## src/rtl/button_conditioner.sv

```systemverilog
// button_conditioner: synchronise, debounce and auto-repeat an active-low push button.
// Outputs are registered; the repeat FSM follows the debouncer's same-edge accept decisions.
module button_conditioner #(
    parameter int DEBOUNCE_CYCLES = 500_000,
    parameter int HOLD_CYCLES     = 25_000_000,
    parameter int REPEAT_CYCLES   = 5_000_000
) (
    input  logic clk,
    input  logic rst_n,
    input  logic key_n,
    output logic btn_level,
    output logic btn_press,
    output logic btn_release,
    output logic btn_repeat,
    output logic btn_event
);
    localparam int DW   = $clog2(DEBOUNCE_CYCLES);
    localparam int RMAX = HOLD_CYCLES > REPEAT_CYCLES ? HOLD_CYCLES : REPEAT_CYCLES;
    localparam int RW   = $clog2(RMAX);
    localparam logic [DW-1:0] DEB_T  = DW'(DEBOUNCE_CYCLES - 1);
    localparam logic [RW-1:0] HOLD_T = RW'(HOLD_CYCLES - 1);
    localparam logic [RW-1:0] REP_T  = RW'(REPEAT_CYCLES - 1);

    typedef enum logic [1:0] {IDLE, HOLD, REPEAT} state_t;

    state_t        state_q, state_d;
    logic          sync1_q, sync1_d, sync2_q, sync2_d;
    logic [DW-1:0] deb_cnt_q, deb_cnt_d;
    logic [RW-1:0] rep_cnt_q, rep_cnt_d;
    logic          level_q, level_d, press_q, press_d, release_q, release_d;
    logic          repeat_q, repeat_d, event_q, event_d;
    logic          s, accept, acc_press, acc_rel;

    always_comb begin
        sync1_d   = key_n;
        sync2_d   = sync1_q;
        s         = ~sync2_q;
        accept    = (s != level_q) && (deb_cnt_q == DEB_T);
        deb_cnt_d = (s == level_q || accept) ? '0 : deb_cnt_q + 1'b1;
        level_d   = accept ? s : level_q;
        acc_press = accept & s;
        acc_rel   = accept & ~s;
        state_d   = state_q;
        rep_cnt_d = rep_cnt_q;
        repeat_d  = 1'b0;
        case (state_q)
            IDLE: begin
                if (acc_press) begin
                    state_d   = HOLD;
                    rep_cnt_d = '0;
                end
            end
            HOLD, REPEAT: begin
                // release wins over a terminal count on the same edge
                if (acc_rel) begin
                    state_d   = IDLE;
                    rep_cnt_d = '0;
                end else if (rep_cnt_q == (state_q == HOLD ? HOLD_T : REP_T)) begin
                    state_d   = REPEAT;
                    rep_cnt_d = '0;
                    repeat_d  = 1'b1;
                end else begin
                    rep_cnt_d = rep_cnt_q + 1'b1;
                end
            end
            default: begin
                state_d   = IDLE;
                rep_cnt_d = '0;
            end
        endcase
        press_d   = acc_press;
        release_d = acc_rel;
        event_d   = acc_press | repeat_d;
    end

    always_ff @(posedge clk or negedge rst_n) begin
        if (!rst_n) begin
            sync1_q   <= 1'b1;
            sync2_q   <= 1'b1;
            deb_cnt_q <= '0;
            rep_cnt_q <= '0;
            state_q   <= IDLE;
            level_q   <= 1'b0;
            press_q   <= 1'b0;
            release_q <= 1'b0;
            repeat_q  <= 1'b0;
            event_q   <= 1'b0;
        end else begin
            sync1_q   <= sync1_d;
            sync2_q   <= sync2_d;
            deb_cnt_q <= deb_cnt_d;
            rep_cnt_q <= rep_cnt_d;
            state_q   <= state_d;
            level_q   <= level_d;
            press_q   <= press_d;
            release_q <= release_d;
            repeat_q  <= repeat_d;
            event_q   <= event_d;
        end
    end

    assign btn_level   = level_q;
    assign btn_press   = press_q;
    assign btn_release = release_q;
    assign btn_repeat  = repeat_q;
    assign btn_event   = event_q;
endmodule

```

## config.mk

```make
export PLATFORM = sky130hd
export DESIGN_NAME = button_conditioner
export DESIGN_NICKNAME = d
export VERILOG_FILES = /design/src/rtl/button_conditioner.sv
export SDC_FILE = /design/constraint.sdc
export NUM_CORES = 1
export LEC_CHECK = 0
export CAP_MARGIN = 10
export CORE_UTILIZATION = 57
export CTS_CLUSTER_DIAMETER = 80
export DETAILED_ROUTE_END_ITERATION = 6
export DONT_BUFFER_PORTS = 1
export PLACE_DENSITY = 0.75
export RECOVER_POWER = 25
export SLEW_MARGIN = 5
export SYNTH_ARGS = -nofsm -noshare
export SYNTH_HDL_FRONTEND = slang
export SYNTH_SLANG_ARGS = --single-unit
```

## constraint.sdc

```tcl
create_clock -name clk -period 2.2 [get_ports clk]
set_clock_uncertainty 0.2 [all_clocks]
set_input_delay 0.33 -clock clk [delete_from_list [all_inputs] [get_ports clk]]
set_output_delay 0.33 -clock clk [all_outputs]
set_load 0.01 [all_outputs]
```

==> impl_metrics.ini <==
[power]
powerDensity_nw_per_um2 = 480
p_leak_nw = 1.45
vdd_drop_max_v = 0.000324

[setup_path]
end_kind = flip-flop
worstPathRequired_ns = 2.21
critPathMaxFanout = 4
rr_endpoint = state_q[1]$_DFFE_PN0P_
r2r-start = state_q[0]$_DFFE_PN0P_
reg2reg_slack_ns = -0.06
worst_setup_path_start_kind = flip-flop
worst-setup-path-type = flip-flop to flip-flop
cp_data_arrival_time_ns = 2.27
r2r.worst_path.cells = 7

[finish]
postLayoutCoreUtil_pct = 71.1
syn2layout_area_growth_pct = 19.0
nNetsFinal = 336
antenna_cells = 0
final_common_cell = dfrtp_1
final_cells = 397
drive_gt1_share_pct = 24.8
stdcell_area_um2 = 3380
final_cell_mix = dfrtp_1, buf_4, nor2_1

[synth]
yosys_most_used_dff = dfrtp_1
syn_area_um2 = 2840
synth.avg_cell_area_um2 = 9.93
synth-seq-cells = 53
ys_types = 52
async_reset_ff_share_pct = 100
syn_inst = 286
yosys_warnings = 0
synth_nets = 293
ys_seq_area_share_pct = 46.8
synth-edff-count = 0

[sta]
slew_viol_final = 0
max_freq_mhz = 443
worst_slack_ns = -0.0569
relSlewSlack_pct = 15.3
report.final.hold_viol_count = 0
grt_setup_unrepaired = yes
min_period_ns = 2.26
hold_slack_ns = 0.166
tightestPinTransition_ns = 1.27
period_share_pct = 103
setup_viol = 21

[place]
dpl_cell_area_um2 = 3190
dpl.cell_count = 382
port_buffers = 0
place.gp.congestion = 0.853
pre_cts_slack_ns = -0.0657
post-dp-hpwl_um = 4250

[cts]
numCtsBuffers = 5
clk_pin_slew_ns = 0.10
cts-root-buf = clkbuf_8
clock_latency_ns = 0.32
cts_tree = yes
htreeDepth = 2
clockBufferDepth = 2
clock_sinks = 53

[grt]
antenna_found_initial = 0
grt_pass1_wl_um = 10300
grt_pass1_vias = 2166
grt_max_degree = 54
grt_overflow_total = 0
grt_usage_pct = 25.4

[floorplan]
coreArea_um2 = 4750
die_x_um = 72.6
die-area_um2 = 5270
core.rowCount = 25
ios = 8
start_util_pct = 59.7
fp.dieH_um = 72.6

[routing]
postRouteAntennaNets = 0
first_pass_iters = 5
drt_iter0_drc = 184
drc = 0
vias = 2356
vias_per_cell = 5.93
post_drt_wl_per_cell_um = 15.3
wl_um = 6070

[min_path]
min_to = sync2_q$_DFF_PN1_
hold_start = sync1_q$_DFF_PN1_
hold_path_class = flip-flop to flip-flop
holdPathStages = 0

[job]
max-cap-violations = 0

[status]
status = finished, violations left
violations = setup timing
per-layer routing:
layer	vias up	global-route usage [%]	routed length (µm)	share of wire [%]
li1	1137	-	-	-
met2	71	39.0	2770	46
met3	8	4.70	282	4.6
met4	0	6.32	74	1.2
met5	-	0	0	0
met1	1140	37.3	2950	49
flip-flops by register name (all words and copies together) (netlist names):
register / count
state_q: 2
deb_cnt_q: 19
btn_repeat: 1
sync1_q: 1
btn_event: 1
btn_level: 1
btn_release: 1
btn_press: 1
sync2_q: 1
rep_cnt_q: 25
report_power, final:
| part | switching, mW | total, mW | internal, mW |
|---|---|---|---|
| Sequential | 0.00498 | 0.986 | 0.981 |
| Clock | 0.355 | 0.588 | 0.233 |
| Combinational | 0.0308 | 0.0472 | 0.0164 |
| Total | 0.391 | 1.62 | 1.23 |
worst max-delay path by stage:
stage | end | slack, ns | cells past startpoint | startpoint
6_report | state_q[1]$_DFFE_PN0P_ | -0.06 | 7 | state_q[0]$_DFFE_PN0P_
5_1_grt | rep_cnt_q[7]$_DFFE_PN0P_ | -0.15 | 7 | state_q[0]$_DFFE_PN0P_
4_1_cts | rep_cnt_q[7]$_DFFE_PN0P_ | -0.04 | 7 | state_q[0]$_DFFE_PN0P_
3_5_place_dp | rep_cnt_q[10]$_DFFE_PN0P_ | -0.07 | 6 | state_q[0]$_DFFE_PN0P_
3_3_place_gp | rep_cnt_q[10]$_DFFE_PN0P_ | -0.02 | 6 | state_q[0]$_DFFE_PN0P_
2_1_floorplan | rep_cnt_q[10]$_DFFE_PN0P_ | -0.002 | 6 | state_q[0]$_DFFE_PN0P_
logic make-up after synthesis:
family	Yosys count	synth area share, %
fa+ha+maj	4	1.76
compound gates	54	13.4
buf+inv	18	2.95
simple gates	138	29.1
mux	1	0.397
xor+xnor	18	5.55
flops	53	46.8
what timing repair did:
| item | CTS | global route |
|---|---|---|
| endpoints found under the setup margin | 26 | 27 |
| endpoints found under the hold margin | 54 | 0 |
| buffers inserted | 2 | 1 |
| resized for setup | 8 | 3 |
| pin swaps | 1 | 1 |
| gates cloned | 1 | 0 |
| hold buffers | 3 | 0 |
cell usage after synthesis, types with 2 or more instances:
cell type	instances	share of area, %
a221o_1	2	0.71
or2_2	2	0.44
o22a_1	2	0.62
or4_1	3	0.79
o21a_1	2	0.53
nand3_1	19	3.3
nand2_1	18	2.4
buf_6	2	0.79
nor3_1	5	0.88
and2_1	4	0.88
xnor2_1	9	2.8
a21oi_1	12	2.1
and3_1	9	2.0
nor2_1	32	4.2
nand4b_1	2	0.62
or4_4	4	1.6
nand4_1	11	2.4
nor4b_4	2	1.7
dfstp_2	2	1.9
inv_1	9	1.2
o21ai_0	12	2.1
clkbuf_1	6	0.79
a211o_1	2	0.62
nor3_2	2	0.71
or3_1	9	2.0
xor2_1	9	2.8
ha_1	4	1.8
a21oi_2	4	1.2
dfrtp_1	51	45
nor4b_1	2	0.62
nor4_1	4	0.88
o31ai_1	7	1.9
and4_1	4	1.2
worst max-delay path: stages, from the launching register on:
cell and delay (ns):
dfrtp_1 0.40, ha_2 0.19, or4_4 0.49, nor3_4 0.15, o2111ai_2 0.20, a21oi_4 0.29
buf_4 0.16, o22ai_1 0.07
per-stage QoR:
step / TNS, ns / power [mW]
5_1_grt: -3.20 / 1.69
4_1_cts: -0.370 / 1.64
3_5_place_dp: -1.00 / 1.03
6_report: -0.819 / 1.62
3_3_place_gp: -0.0427 / 1.03
2_1_floorplan: -0.00478 / 1.02
layout make-up:
class / instances / area (µm²)
Multi-Input combinational cell: 215 / 1460
Inverter: 9 / 33.8
Clock inverter: 3 / 25.0
Fill cell: 338 / 1380
Clock buffer: 5 / 68.8
Tap cell: 67 / 83.8
Timing Repair Buffer: 45 / 377
Sequential cell: 53 / 1330
Note: power is estimated with default switching activity, not from simulation.
